`config.mk`:
```
export PLATFORM = sky130hd
export DESIGN_NAME = lvds_tx_framer_flat
export DESIGN_NICKNAME = d
export VERILOG_FILES = /design/src/rtl/lvds_tx_framer_if.sv /design/src/rtl/lvds_tx_framer.sv /design/src/flat_wrapper.sv
export SDC_FILE = /design/constraint.sdc
export NUM_CORES = 1
export LEC_CHECK = 0
export ABC_AREA = 1
export CAP_MARGIN = 10
export CORE_MARGIN = 2
export CORE_UTILIZATION = 57
export CTS_BUF_LIST = sky130_fd_sc_hd__clkbuf_16
export CTS_CLUSTER_SIZE = 14
export DETAILED_ROUTE_END_ITERATION = 6
export PLACE_DENSITY = 0.85
export SYNTH_ARGS = -nofsm -noshare
export SYNTH_HDL_FRONTEND = slang
export SYNTH_SLANG_ARGS = --single-unit
```
`constraint.sdc`:
```
create_clock -name clk -period 3.9 [get_ports clk]
set_input_delay 0.585 -clock clk [delete_from_list [all_inputs] [get_ports clk]]
set_output_delay 0.585 -clock clk [all_outputs]
set_load 0.01 [all_outputs]
```
`src/rtl/lvds_tx_framer_if.sv`:
```
// Upstream word-stream handshake between the video/data source and the
// LVDS transmit framer.
//   s_data  : LANES*RATIO bits, lane i = s_data[i*RATIO +: RATIO]
//   s_valid : source has a word on s_data
//   s_ready : framer accepts the word this cycle
// master = source side, slave = framer side.
interface lvds_tx_framer_if #(
    parameter int LANES = 4,
    parameter int RATIO = 7
);
    logic [LANES*RATIO-1:0] s_data;
    logic                   s_valid;
    logic                   s_ready;

    modport master (output s_data, output s_valid, input s_ready);
    modport slave  (input s_data, input s_valid, output s_ready);
endinterface

```
`src/rtl/lvds_tx_framer.sv`:
```
// Parallel-side transmit framer for a bank of LANES x RATIO:1 serializers
// plus a forwarded-clock serializer. Runs in the divided word-clock domain.
// Brings the link up (serializer reset hold -> training pattern -> data),
// buffers upstream words in a 2-entry FIFO and sends idle words on underflow.
//   clk, rst       : word clock, synchronous active-high reset
//   enable         : link enable, low forces IDLE
//   train_req      : one-cycle retrain request, honoured in DATA only
//   s              : upstream valid/ready word stream (slave side)
//   ser_data       : per-lane serializer words, bit 0 -> D1
//   ser_clk_word   : forwarded-clock serializer word
//   ser_rst        : serializer reset
//   link_up        : high in DATA
//   state          : 0 IDLE, 1 HOLD, 2 TRAIN, 3 DATA
//   underflow_cnt  : saturating count of idle words inserted in DATA

// Per-lane data word ordering: pass-through or bit reversal within the lane.
module lvds_tx_framer_lane #(
    parameter int RATIO     = 7,
    parameter bit MSB_FIRST = 1'b0
) (
    input  logic [RATIO-1:0] word_in,
    output logic [RATIO-1:0] word_out
);
    generate
        if (MSB_FIRST) begin : g_rev
            for (genvar k = 0; k < RATIO; k++) begin : g_bit
                assign word_out[k] = word_in[RATIO-1-k];
            end
        end else begin : g_fwd
            assign word_out = word_in;
        end
    endgenerate
endmodule

module lvds_tx_framer #(
    parameter int               LANES         = 4,
    parameter int               RATIO         = 7,
    parameter logic [RATIO-1:0] CLOCK_PATTERN = 7'b1100011,
    parameter logic [RATIO-1:0] TRAIN_PATTERN = 7'b0001111,
    parameter logic [RATIO-1:0] IDLE_WORD     = 7'b0000000,
    parameter int               RST_CYCLES    = 8,
    parameter int               TRAIN_CYCLES  = 256,
    parameter bit               MSB_FIRST     = 1'b0
) (
    input  logic                   clk,
    input  logic                   rst,
    input  logic                   enable,
    input  logic                   train_req,
    lvds_tx_framer_if.slave        s,
    output logic [LANES*RATIO-1:0] ser_data,
    output logic [RATIO-1:0]       ser_clk_word,
    output logic                   ser_rst,
    output logic                   link_up,
    output logic [1:0]             state,
    output logic [15:0]            underflow_cnt
);
    typedef logic [LANES-1:0][RATIO-1:0] lanes_t;
    typedef enum logic [1:0] {
        ST_IDLE  = 2'd0,
        ST_HOLD  = 2'd1,
        ST_TRAIN = 2'd2,
        ST_DATA  = 2'd3
    } state_t;

    localparam int     CNT_MAX   = (RST_CYCLES > TRAIN_CYCLES) ? RST_CYCLES : TRAIN_CYCLES;
    localparam int     CW        = $clog2(CNT_MAX + 1);
    localparam lanes_t IDLE_ALL  = {LANES{IDLE_WORD}};
    localparam lanes_t TRAIN_ALL = {LANES{TRAIN_PATTERN}};

    state_t        st;
    logic [CW-1:0] cnt;
    lanes_t        ser_q;

    // 2-entry FIFO; pointers are single bits since depth is fixed at 2
    lanes_t        fifo_mem [2];
    logic          wr_ptr, rd_ptr;
    logic [1:0]    fifo_cnt;
    lanes_t        head, head_out;
    logic          push, pop;

    assign s.s_ready = (st == ST_DATA) && (fifo_cnt < 2'd2);
    assign push      = s.s_valid && s.s_ready;
    assign pop       = (fifo_cnt != 2'd0);
    assign head      = fifo_mem[rd_ptr];

    generate
        for (genvar i = 0; i < LANES; i++) begin : g_lane
            lvds_tx_framer_lane #(
                .RATIO     (RATIO),
                .MSB_FIRST (MSB_FIRST)
            ) u_lane (
                .word_in  (head[i]),
                .word_out (head_out[i])
            );
        end
    endgenerate

    // Storage only; occupancy and pointers live in the control block, so a
    // write that coincides with a flush is simply never read.
    always_ff @(posedge clk) begin
        if (push)
            fifo_mem[wr_ptr] <= s.s_data;
    end

    // Outputs are registered alongside the state so they switch on the same
    // edge as the state they belong to.
    always_ff @(posedge clk) begin
        if (rst) begin
            st            <= ST_IDLE;
            cnt           <= '0;
            ser_q         <= '0;
            ser_clk_word  <= '0;
            ser_rst       <= 1'b1;
            link_up       <= 1'b0;
            underflow_cnt <= '0;
            fifo_cnt      <= '0;
            wr_ptr        <= 1'b0;
            rd_ptr        <= 1'b0;
        end else if (!enable) begin
            // enable low beats train_req and counter expiry
            st           <= ST_IDLE;
            ser_q        <= IDLE_ALL;
            ser_clk_word <= '0;
            ser_rst      <= 1'b1;
            link_up      <= 1'b0;
            fifo_cnt     <= '0;
            wr_ptr       <= 1'b0;
            rd_ptr       <= 1'b0;
        end else begin
            case (st)
                ST_IDLE: begin
                    st    <= ST_HOLD;
                    cnt   <= CW'(RST_CYCLES);
                    ser_q <= IDLE_ALL;
                end
                ST_HOLD: begin
                    if (cnt == CW'(1)) begin
                        st           <= ST_TRAIN;
                        cnt          <= CW'(TRAIN_CYCLES);
                        ser_rst      <= 1'b0;
                        ser_q        <= TRAIN_ALL;
                        ser_clk_word <= CLOCK_PATTERN;
                    end else begin
                        cnt <= cnt - CW'(1);
                    end
                end
                ST_TRAIN: begin
                    if (cnt == CW'(1)) begin
                        // FIFO is empty here, so the first DATA word is idle
                        st      <= ST_DATA;
                        link_up <= 1'b1;
                        ser_q   <= IDLE_ALL;
                    end else begin
                        cnt <= cnt - CW'(1);
                    end
                end
                ST_DATA: begin
                    if (train_req) begin
                        st       <= ST_TRAIN;
                        cnt      <= CW'(TRAIN_CYCLES);
                        link_up  <= 1'b0;
                        ser_q    <= TRAIN_ALL;
                        fifo_cnt <= '0;
                        wr_ptr   <= 1'b0;
                        rd_ptr   <= 1'b0;
                    end else begin
                        if (push)
                            wr_ptr <= ~wr_ptr;
                        if (pop) begin
                            ser_q  <= head_out;
                            rd_ptr <= ~rd_ptr;
                        end else begin
                            ser_q <= IDLE_ALL;
                            if (underflow_cnt != 16'hFFFF)
                                underflow_cnt <= underflow_cnt + 16'd1;
                        end
                        fifo_cnt <= fifo_cnt + {1'b0, push} - {1'b0, pop};
                    end
                end
                default: st <= ST_IDLE;
            endcase
        end
    end

    assign ser_data = ser_q;
    assign state    = st;
endmodule

```
`src/flat_wrapper.sv`:
```
// flat-port wrapper written by rule: the top's interface ports become plain ports
module lvds_tx_framer_flat 
#(
    parameter int               LANES         = 4,
    parameter int               RATIO         = 7,
    parameter logic [RATIO-1:0] CLOCK_PATTERN = 7'b1100011,
    parameter logic [RATIO-1:0] TRAIN_PATTERN = 7'b0001111,
    parameter logic [RATIO-1:0] IDLE_WORD     = 7'b0000000,
    parameter int               RST_CYCLES    = 8,
    parameter int               TRAIN_CYCLES  = 256,
    parameter bit               MSB_FIRST     = 1'b0
)
  (clk, rst, enable, train_req, ser_data, ser_clk_word, ser_rst, link_up, state, underflow_cnt, s_s_data, s_s_valid, s_s_ready);
  lvds_tx_framer_if #(.LANES(LANES), .RATIO(RATIO)) s_i ();
  input  logic clk;
  input  logic rst;
  input  logic enable;
  input  logic train_req;
  output logic [LANES*RATIO-1:0] ser_data;
  output logic [RATIO-1:0] ser_clk_word;
  output logic ser_rst;
  output logic link_up;
  output logic [1:0] state;
  output logic [15:0] underflow_cnt;
  input wire logic [$bits(s_i.s_data)-1:0] s_s_data;
  input wire logic [$bits(s_i.s_valid)-1:0] s_s_valid;
  output wire logic [$bits(s_i.s_ready)-1:0] s_s_ready;
  assign s_i.s_data = s_s_data;
  assign s_i.s_valid = s_s_valid;
  assign s_s_ready = s_i.s_ready;
  lvds_tx_framer #(.LANES(LANES), .RATIO(RATIO), .CLOCK_PATTERN(CLOCK_PATTERN), .TRAIN_PATTERN(TRAIN_PATTERN), .IDLE_WORD(IDLE_WORD), .RST_CYCLES(RST_CYCLES), .TRAIN_CYCLES(TRAIN_CYCLES), .MSB_FIRST(MSB_FIRST)) u_core (.clk(clk), .rst(rst), .enable(enable), .train_req(train_req), .s(s_i), .ser_data(ser_data), .ser_clk_word(ser_clk_word), .ser_rst(ser_rst), .link_up(link_up), .state(state), .underflow_cnt(underflow_cnt));
endmodule
```
==> flow_summary.yaml <==
run_status:
  outcome: "finished clean"
worst_hold_path:
  hold_path.class: "reg2reg"
power:
  switching_share_pct: 24.4
  clkPwrFrac_pct: 51.3
  p_leak_uw: 0.00234
  power_density_mw_per_mm2: 459
  sequentialPowerShare_pct: 44.1
  peakVddDrop_v: 0.000371
  p_comb_share_pct: 4.6
  p_sw_uw: 729
  p_int_uw: 2260
sta:
  layout_setup_ws_ns: 1.41
  setup_violations: 0
  fin_crit_ns: 2.49
  skew_ns: 0.0108
  fin_crit_sh_pct: 63.8
  relSlewSlack_pct: 32.0
  tightestPinTransition_ns: 1.02
  maxSlewViolCount: 0
  fmax_mhz: 402
  rsz0062_at_grt: "no"
  fin_setup_tns_ns: 0
  finalHoldViolations: 0
global_route:
  grt_max_degree: 33
  grt_usage_pct: 26.6
  grt_pass1_wl_um: 20000
  antenna_found_initial: 0
  grt_overflow: 0
  grt_pass1_vias: 4261
clock_tree:
  cts_setup_buffers: 0
  cts_tree: "yes"
  clk_pin_slew_worst_paths_ns: 0.07
  clkLatencyLatePin_ns: 0.42
  cts_made_buffers: 17
  cts.sinks: 119
  cts_buffer_depth: 2
  cts_max_level: 4
  root_buffer: "clkbuf_16"
  hold_buffers: 0
  cts_resized: 0
logic_synthesis:
  synth_top_area_share_pct: 33.3
  yosysUniqueCellTypes: 32
  ys_ff_latch: 119
  ys_seq_area_share_pct: 58.2
  synth_area_leader_cell: "edfxtp_1"
  synth_flop_cell: "dfxtp_1"
  synth.cell_area_mm2: 0.00506
  synth_area_per_cell_um2: 8.66
  netlist_instances: 584
  synth_edf_count: 56
  yosys_warnings: 0
  async_flop_share_pct: 0
  synth_area_leaders: "edfxtp_1 (33%), dfxtp_1 (25%), nand2_1 (13%), a21oi_1 (4.8%), nor2_1 (4.8%)"
  synth.most_common_cell: "nand2_1"
  yosys-top-cells-count: "nand2_1 (176), nor2_1 (64), dfxtp_1 (63)"
critical_path:
  endpoint_kind: "primary output"
  cp.arrival_ns: 1.90
  path_cells: "buf_4 > nand2_2 > nor2_1 > clkdlybuf4s50_1"
  critPathKind: "reg2out"
  slowest_stage: "clkdlybuf4s50_1"
  critPathLaunchType: "register"
  path_max_fanout: 22
  timing.critical_path.slowest_cell_delay_ns: 0.56
  crit_required_ns: 3.31
route:
  drt_iter0_markers: 341
  final_antenna_net_count: 0
  vias: 4382
  drt-total-wl_um: 12300
  avgViaCountPerCell: 5.55
  wl_per_cell_um: 15.6
  first_pass_iters: 6
  route.detailed.drc: 0
floorplanning:
  io_pins: 89
  die_area_mm2: 0.00964
  fp.dieH_um: 98.2
  start_util_pct: 58.3
  die_w_um: 98.2
  core_mm2: 0.00868
  fp-row-count: 34
cells_and_area:
  final_layout_size_suffix_gt1_share_pct: 8.21
  final_nets: 705
  diodes: 0
  area_growth_syn_to_layout_pct: 28.9
placement:
  hpwl_um: 7420
  io_buffers: 85
  gp_congestion: 0.845
  dp_slack_ns: 1.48
run:
  maxCapViolCount: 0
[sequential cells by signal (all words and copies together) (netlist names), named ones only]
signal / count
u_core.ser_data: 28
u_core.fifo_mem: 56
u_core.cnt: 9
u_core.rd_ptr: 1
u_core.wr_ptr: 1
u_core.state: 2
u_core.link_up: 1
u_core.ser_clk_word: 1
u_core.underflow_cnt: 16
u_core.ser_rst: 1
u_core.fifo_cnt: 2
[cell families (layout without fill, tap and decap cells)]
kind of cell	after synthesis	after routing	share of synthesized area, %
xor gates and xnor gates	6	6	1.04
other	1	3	0.0742
DFF	119	119	58.2
and+or+nand+nor	291	291	23.8
adders and majority gates	3	3	0.742
buffers and inverters	68	164	6.38
AOI/OAI and AO/OA	96	96	9.80
[layout by cell type, fill, tap and decap left out, types with 2 or more instances in the layout]
master           instances
a21oi_1                 48
edfxtp_1                56
clkbuf_16               18
inv_2                    5
xnor2_1                  4
nand3_1                 30
dfxtp_1                 63
buf_4                    4
ha_1                     3
nand2_2                  4
inv_6                    5
o21ai_0                 41
clkdlybuf4s50_1         85
inv_8                    6
xor2_1                   2
inv_1                   37
nand2_1                176
conb_1                   3
nand4_1                  6
nor2_2                   7
nor2_1                  62
o21ai_1                  4
[layer usage]
layer | track usage, % | part of all wire, %
met1 | 32.7 | 39
met3 | 6.80 | 8.4
met5 | 0 | 0
met2 | 43.9 | 50
met4 | 12.6 | 2.3
[power groups by stage]
stage | sequential, uW | clock [uW] | combinational [uW]
after floorplan | 1350 | 0 | 76.3
after global placement | 1350 | 0 | 127
after detailed placement | 1350 | 0 | 131
after CTS | 1320 | 1540 | 136
after global routing | 1320 | 1610 | 151
final | 1320 | 1530 | 138
[final timing paths]
| check | startpoint | to | slack [ns] | cells past startpoint |
|---|---|---|---|---|
| hold reg to reg | u_core.ser_data[13] | u_core.ser_data[13] | 0.47 | 2 |
| setup reg to reg | register | u_core.ser_data[0] | 1.68 | 5 |
| hold / removal | u_core.ser_data[13] | u_core.ser_data[13] | 0.47 | 2 |
| setup / recovery | u_core.state[0] | s_s_ready | 1.41 | 4 |
[worst max-delay path, delay by kind of cell (launching register included)]
kind / cells / cell delay (ns)
simple gates: 2 / 0.36
flops: 1 / 0.30
buf+inv: 2 / 0.83
[final cells by class]
cell class                      instances  area [um2]
Timing Repair Buffer                   89         881
Tap cell                              108         135
Inverter                               43         161
Sequential cell                       119        2940
Fill cell                             598        2160
Multi-Input combinational cell        399        1800
Clock buffer                           18         450
Clock inverter                         14         144
[metrics by stage]
step           utilization (%)  cell area [um2]  hold slack, ns  instances  power, uW
3_3_place_gp              68.3             5920           0.442        758       1470
2_1_floorplan                -             5060           0.423        586       1420
4_1_cts                   75.1             6520           0.463        790       3000
5_1_grt                   75.1             6520           0.481        790       3080
3_5_place_dp              68.3             5920           0.454        758       1480
6_report                  75.1             6520           0.466        790       2990
Power figures use the tool's default switching activity.
